## src/rtl/snoop_pkg.sv

```systemverilog
// rtl/snoop_pkg.sv - shared word fields, encodings and controller states for the snooping bus
package snoop_pkg;

    localparam int WORD_W     = 12;
    localparam int OP_BIT     = 11;
    localparam int SUPPLY_BIT = 10;
    localparam int STATE_HI   = 9;
    localparam int STATE_LO   = 8;

    localparam logic OP_READ  = 1'b0;
    localparam logic OP_WRITE = 1'b1;

    typedef enum logic [1:0] {
        COH_INVALID   = 2'b00,
        COH_SHARED    = 2'b01,
        COH_EXCLUSIVE = 2'b10,
        COH_MODIFIED  = 2'b11
    } coh_state_e;

    localparam logic [1:0] PROC_NONE = 2'b11;

    typedef enum logic [2:0] {
        ST_IDLE,
        ST_GRANT,
        ST_SNOOP,
        ST_MEM,
        ST_RESP,
        ST_DONE
    } ctrl_state_e;

    // The owner never supplies its own request, whatever its snoop word says.
    function automatic logic can_supply(input logic [WORD_W-1:0] word,
                                        input logic [1:0]        idx,
                                        input logic [1:0]        owner);
        return word[SUPPLY_BIT]
            && (coh_state_e'(word[STATE_HI:STATE_LO]) != COH_INVALID)
            && (idx != owner);
    endfunction

    function automatic logic [1:0] onehot_to_id(input logic [2:0] oh);
        logic [1:0] id;
        id = PROC_NONE;
        if (oh[0])      id = 2'd0;
        else if (oh[1]) id = 2'd1;
        else if (oh[2]) id = 2'd2;
        return id;
    endfunction

endpackage

```

## src/rtl/rr_arbiter3.sv

```systemverilog
// rtl/rr_arbiter3.sv - combinational three-way round-robin arbiter, search starts after last
module rr_arbiter3 (
    input  logic [2:0] req,
    input  logic [1:0] last,
    output logic [2:0] gnt
);

    always_comb begin
        gnt = 3'b000;
        case (last)
            2'd0: begin
                if (req[1])      gnt = 3'b010;
                else if (req[2]) gnt = 3'b100;
                else if (req[0]) gnt = 3'b001;
            end
            2'd1: begin
                if (req[2])      gnt = 3'b100;
                else if (req[0]) gnt = 3'b001;
                else if (req[1]) gnt = 3'b010;
            end
            default: begin
                if (req[0])      gnt = 3'b001;
                else if (req[1]) gnt = 3'b010;
                else if (req[2]) gnt = 3'b100;
            end
        endcase
    end

endmodule

```

## src/rtl/snoop_bus_ctrl.sv

```systemverilog
// rtl/snoop_bus_ctrl.sv - snooping bus sequencer/arbiter; SNOOP_BUS_TIMEOUT_EN adds a memory wait timeout
module snoop_bus_ctrl #(
    parameter int SNOOP_LAT   = 1,
    parameter int TIMEOUT_CYC = 64
) (
    input  logic        clk,
    input  logic        rst_n,
    input  logic [2:0]  req,
    input  logic [11:0] req_msg0,
    input  logic [11:0] req_msg1,
    input  logic [11:0] req_msg2,
    input  logic [11:0] snoop0,
    input  logic [11:0] snoop1,
    input  logic [11:0] snoop2,
    input  logic [11:0] mem_data,
    input  logic        mem_ready,
    output logic [2:0]  gnt,
    output logic [1:0]  processor,
    output logic [11:0] cmd,
    output logic        cmd_valid,
    output logic        mem_req,
    output logic        mem_we,
    output logic        resp_valid,
    output logic [11:0] resp_data,
    output logic [1:0]  resp_src,
    output logic        resp_err
);
    import snoop_pkg::*;

    ctrl_state_e state, state_nxt;
    logic [1:0]  last, last_nxt;
    logic [2:0]  snoop_cnt, snoop_cnt_nxt;
    logic [2:0]  gnt_nxt;
    logic [1:0]  processor_nxt;
    logic [11:0] cmd_nxt;
    logic        cmd_valid_nxt, mem_req_nxt, mem_we_nxt, resp_valid_nxt;
    logic [11:0] resp_data_nxt;
    logic [1:0]  resp_src_nxt;
    logic [2:0]  win;
    logic [11:0] win_msg;
    logic [2:0]  supply;

`ifdef SNOOP_BUS_TIMEOUT_EN
    localparam int TW = $clog2(TIMEOUT_CYC + 1);
    logic [TW-1:0] tmo_cnt, tmo_cnt_nxt;
    logic          resp_err_q, resp_err_nxt;
    assign resp_err = resp_err_q;
`else
    localparam int unused_timeout_cyc = TIMEOUT_CYC;
    assign resp_err = 1'b0;
`endif

    rr_arbiter3 u_arb (
        .req  (req),
        .last (last),
        .gnt  (win)
    );

    always_comb begin
        win_msg = req_msg0;
        if (win[1])      win_msg = req_msg1;
        else if (win[2]) win_msg = req_msg2;
    end

    assign supply = {can_supply(snoop2, 2'd2, processor),
                     can_supply(snoop1, 2'd1, processor),
                     can_supply(snoop0, 2'd0, processor)};

    always_comb begin
        state_nxt      = state;
        last_nxt       = last;
        snoop_cnt_nxt  = snoop_cnt;
        gnt_nxt        = gnt;
        processor_nxt  = processor;
        cmd_nxt        = cmd;
        cmd_valid_nxt  = 1'b0;
        mem_req_nxt    = mem_req;
        mem_we_nxt     = mem_we;
        resp_valid_nxt = 1'b0;
        resp_data_nxt  = resp_data;
        resp_src_nxt   = resp_src;
`ifdef SNOOP_BUS_TIMEOUT_EN
        tmo_cnt_nxt    = tmo_cnt;
        resp_err_nxt   = 1'b0;
`endif
        case (state)
            ST_IDLE: begin
                if (|req) begin
                    state_nxt     = ST_GRANT;
                    gnt_nxt       = win;
                    processor_nxt = onehot_to_id(win);
                    cmd_nxt       = win_msg;
                    cmd_valid_nxt = 1'b1;
                end
            end
            ST_GRANT: begin
                state_nxt     = ST_SNOOP;
                snoop_cnt_nxt = '0;
            end
            ST_SNOOP: begin
                if (snoop_cnt == 3'(SNOOP_LAT - 1)) begin
`ifdef SNOOP_BUS_TIMEOUT_EN
                    tmo_cnt_nxt = '0;
`endif
                    // Writes always go to memory; snoop results only matter for reads.
                    if (cmd[OP_BIT] == OP_WRITE) begin
                        state_nxt   = ST_MEM;
                        mem_req_nxt = 1'b1;
                        mem_we_nxt  = 1'b1;
                    end else if (|supply) begin
                        state_nxt      = ST_RESP;
                        resp_valid_nxt = 1'b1;
                        if (supply[0]) begin
                            resp_data_nxt = snoop0;
                            resp_src_nxt  = 2'd0;
                        end else if (supply[1]) begin
                            resp_data_nxt = snoop1;
                            resp_src_nxt  = 2'd1;
                        end else begin
                            resp_data_nxt = snoop2;
                            resp_src_nxt  = 2'd2;
                        end
                    end else begin
                        state_nxt   = ST_MEM;
                        mem_req_nxt = 1'b1;
                        mem_we_nxt  = 1'b0;
                    end
                end else begin
                    snoop_cnt_nxt = snoop_cnt + 3'd1;
                end
            end
            ST_MEM: begin
                if (mem_ready) begin
                    state_nxt      = ST_RESP;
                    mem_req_nxt    = 1'b0;
                    mem_we_nxt     = 1'b0;
                    resp_valid_nxt = 1'b1;
                    resp_data_nxt  = mem_we ? cmd : mem_data;
                    resp_src_nxt   = PROC_NONE;
                end
`ifdef SNOOP_BUS_TIMEOUT_EN
                else if (tmo_cnt == TW'(TIMEOUT_CYC - 1)) begin
                    state_nxt      = ST_RESP;
                    mem_req_nxt    = 1'b0;
                    mem_we_nxt     = 1'b0;
                    resp_valid_nxt = 1'b1;
                    resp_err_nxt   = 1'b1;
                    resp_data_nxt  = '0;
                    resp_src_nxt   = PROC_NONE;
                end else begin
                    tmo_cnt_nxt = tmo_cnt + 1'b1;
                end
`endif
            end
            ST_RESP: begin
                state_nxt     = ST_DONE;
                gnt_nxt       = '0;
                processor_nxt = PROC_NONE;
                last_nxt      = processor;
            end
            ST_DONE: begin
                state_nxt = ST_IDLE;
            end
            default: begin
                state_nxt = ST_IDLE;
            end
        endcase
    end

    always_ff @(posedge clk or negedge rst_n) begin
        if (!rst_n) begin
            state      <= ST_IDLE;
            last       <= 2'd2;
            snoop_cnt  <= '0;
            gnt        <= '0;
            processor  <= PROC_NONE;
            cmd        <= '0;
            cmd_valid  <= 1'b0;
            mem_req    <= 1'b0;
            mem_we     <= 1'b0;
            resp_valid <= 1'b0;
            resp_data  <= '0;
            resp_src   <= '0;
`ifdef SNOOP_BUS_TIMEOUT_EN
            tmo_cnt    <= '0;
            resp_err_q <= 1'b0;
`endif
        end else begin
            state      <= state_nxt;
            last       <= last_nxt;
            snoop_cnt  <= snoop_cnt_nxt;
            gnt        <= gnt_nxt;
            processor  <= processor_nxt;
            cmd        <= cmd_nxt;
            cmd_valid  <= cmd_valid_nxt;
            mem_req    <= mem_req_nxt;
            mem_we     <= mem_we_nxt;
            resp_valid <= resp_valid_nxt;
            resp_data  <= resp_data_nxt;
            resp_src   <= resp_src_nxt;
`ifdef SNOOP_BUS_TIMEOUT_EN
            tmo_cnt    <= tmo_cnt_nxt;
            resp_err_q <= resp_err_nxt;
`endif
        end
    end

endmodule

```

## config.mk

```make
export PLATFORM = sky130hd
export DESIGN_NAME = snoop_bus_ctrl
export DESIGN_NICKNAME = d
export VERILOG_FILES = /design/src/rtl/snoop_pkg.sv /design/src/rtl/rr_arbiter3.sv /design/src/rtl/snoop_bus_ctrl.sv
export SDC_FILE = /design/constraint.sdc
export NUM_CORES = 1
export LEC_CHECK = 0
export CORE_ASPECT_RATIO = 1.5
export CORE_MARGIN = 3
export CORE_UTILIZATION = 46
export CTS_BUF_LIST = sky130_fd_sc_hd__clkbuf_8
export CTS_CLUSTER_DIAMETER = 150
export CTS_CLUSTER_SIZE = 8
export DETAILED_ROUTE_END_ITERATION = 6
export PLACE_DENSITY = 0.89
export SKIP_CTS_REPAIR_TIMING = 1
export SLEW_MARGIN = 0
export SYNTH_ARGS = -nofsm -noshare
export SYNTH_HDL_FRONTEND = slang
export SYNTH_HIERARCHICAL = 1
export SYNTH_SLANG_ARGS = --single-unit
```

## constraint.sdc

```tcl
create_clock -name clk -period 4.01 [get_ports clk]
set_input_delay 0.401 -clock clk [delete_from_list [all_inputs] [get_ports clk]]
set_output_delay 0.401 -clock clk [all_outputs]
set_load 0.05 [all_outputs]
```

==> run metrics <==
unrepaired setup endpoints after global routing no; post-synth cell types 53; commonest cells after routing, fill and taps aside clkdlybuf4s50_1 (123), nor2_1 (40), dfrtp_1 (40), nand2_1 (32), mux2i_1 (32); initial antenna violation count 0; largest net degree at the start of global routing 44; Reg clk slew, reported paths 0.08 ns; Async SR Flop Fraction 100.0%; DIE HEIGHT around 99 um; Pint 1.567 mW; Slew @ Worst Pin roughly 1.0 ns; startpoint types flip-flop; Worst EP arrival roughly 2.1 ns; Layout Nets approximately 510; CP Buf/Inv Count 1; CTS sink count 43; top_reg_cell synth dfrtp_1; largest family of logic cells by synthesized area compound AO/OA/AOI/OAI gates; Routed WL around 8.0 mm; register area ~1100 um2; Syn Std Cell Area 2661 um2; worst reg2reg setup slack 1.82 ns; Post-Synth XOR/XNOR Area 0%; sw frac 49.14%; Fillers between 400 and 500; H-tree depth 2; DR iter-0 viols ~230; FF-to-FF Start last[1]$_DFFE_PN1P_; critical path peak fanout 16; reg-to-reg endpoint cmd[6]$_DFFE_PN0P_; # IOs 126; fin crit period ~2.5 ns; Post-DP HPWL around 6.3 mm; worst-skew pair later-pin latency 0.29 ns; CP Capture Type output port; Worst Reg-to-Reg Cells 5; share of layout cells above drive strength 1 approximately 7%; Mapped Cells roughly 300; die extent in x 68.11 um; Row Count 33; post-synthesis sequential area ratio 40.57%; CP max stage delay 0.94 ns; Via Count 2724; RePlAce Congestion between 0.8 and 0.9; total CTS buffers 5; Yosys reg bits 43; Die ar. 6753 um2; max-cap viol count 0; Logic pwr share between 50% and 60%; post-synthesis adder-cell area fraction 0.9403%; Clock Power Share 12.9%; Peak Freq roughly 400 MHz; status finished clean; fin. max-slew vios 0; Post-Syn Area per Cell roughly 8.8 um2; Layout area overhead 52.42%; Setup Viol. Count Final 0; sum of negative setup slack 0 ns; Cell Chain, Critical Path clkdlybuf4s50_1; maximum VDD drop roughly 420 uV; Max transition margin roughly a third; Root Buffer clkbuf_8; CTS tree done; WL per Instance about 16 um; EDFF count, synth 0; n_diodes 0; commonest non-fill, non-tap cell in the layout clkdlybuf4s50_1; total gr overflow 0; Max Buffers Root-to-Sink 2; Leak around 1.7 nW; Worst Skew roughly 0.0041 ns; Final Hold Fails 0; fraction of synthesized area in multiplexers 12.46%; Compound-Gate Fraction of Synth Area roughly a quarter; Worst path slowest cell clkdlybuf4s50_1; area of the multi-input gates approximately 1500 um2; initial core utilization around half; First-pass DRT Iterations 4; core box area about 5500 um2; total power just over 3 mW; Post-DRT Antenna Nets 0; Vias/cell 5.605; Psw 1.513 mW; gr usage total around a quarter; critical path class flip-flop to output port; Worst Path Required between 3 and 4 ns; PwrDens about 760 nW/um2; synth warn 6; post-route cell area about 4100 um2; DR DRC count 0; post-synthesis simple-gate area fraction about 17%; delay-heaviest family, CP buffers and inverters; post-place instance area a little under 4000 um2; first-pass GRT wire length 12.87 mm; sequential power share ~27%; worst min path class primary input to async pin; Post-Syn Nets around 390; IO Port Bufs 124; period utilization a little over three fifths; vias in the first global route between 2k and 3k
cell usage after synthesis, types with 2 or more instances:
cell / number / area share, %
buf_4: 3 / 0.85
nor2b_1: 2 / 0.47
o21ai_0: 21 / 3.9
a21oi_1: 26 / 4.9
nand2_1: 32 / 4.5
nor2_1: 40 / 5.6
a221oi_1: 2 / 0.66
a32oi_1: 2 / 0.66
o22ai_1: 3 / 0.71
dfstp_2: 3 / 3.0
a211o_1: 9 / 3.0
inv_1: 11 / 1.6
o32ai_1: 2 / 0.66
dfrtp_1: 40 / 38
clkbuf_1: 12 / 1.7
mux2i_1: 32 / 12
o21ai_2: 7 / 2.3
ha_1: 2 / 0.94
o221ai_1: 2 / 0.66
and3_1: 2 / 0.47
o21ai_1: 5 / 0.94
o31ai_1: 2 / 0.56
nand3_1: 5 / 0.94
buf_2: 3 / 0.56
nand2b_1: 4 / 0.94
nor3_1: 2 / 0.38
area by class of cell:
type	instances	area share (%)
clock buffers	5	1.696
flip-flops and latches	43	26.62
repair buffers	127	31.03
clock inverters	3	1.573
multi-input cells	227	35.90
inverters	11	1.018
well taps	70	2.159
state kept, by name, summed over array words and instances (netlist names), 2 cells and up:
register and cells:
cmd 12, gnt 3, last 2, processor 2
resp_data 12, resp_src 2, snoop_cnt 3, state 3
cells by family (layout without fill, tap and decap cells):
logic type      Yosys count  in the layout
compound gates           94             94
fa+ha+maj                 2              2
buf+inv                  31            146
flops                    43             43
mux                      33             33
other cells               1              1
simple gates             97             97
power groups by stage:
stage                     registers, mW  logic, mW  clock network [mW]
after floorplan                    1.33      0.740                   0
after global routing              0.871       1.96               0.419
after global placement            0.836       1.79                   0
final                             0.842       1.84               0.397
after CTS                         0.840       1.85               0.399
after detailed placement          0.846       1.84                   0
worst max path at each step:
stage | start | endpoint | cells past startpoint
floorplan | mem_we$_DFFE_PN0P_ | resp_data[1]$_DFFE_PN0P_ | 6
global placement | req[2] | cmd[10]$_DFFE_PN0P_ | 7
detailed placement | req[2] | cmd[6]$_DFFE_PN0P_ | 7
CTS | mem_we$_DFFE_PN0P_ | mem_we | 1
global route | mem_we$_DFFE_PN0P_ | mem_we | 1
finish | mem_we$_DFFE_PN0P_ | mem_we | 1
per-stage QoR:
step / hold WS [ns] / util (%) / setup WS, ns / std cells
after floorplan: 0.1054 / - / 2.142 / 301
after global placement: 0.4763 / 70.92 / 1.573 / 478
after detailed placement: 0.4846 / 70.92 / 1.427 / 478
after CTS: 0.2802 / 73.32 / 1.506 / 486
after global routing: 0.3209 / 73.32 / 1.437 / 486
final: 0.2467 / 73.32 / 1.505 / 486
per-layer routing:
metal | track usage, % | up-vias | part of all wire [%]
met2 | 44.87 | 109 | 56
met3 | 4.972 | 22 | 5.3
met4 | 8.270 | 0 | 2.6
met5 | 0 | - | 0
li1 | - | 1301 | -
met1 | 27.68 | 1292 | 36
Note: power is estimated with default switching activity, not from simulation.
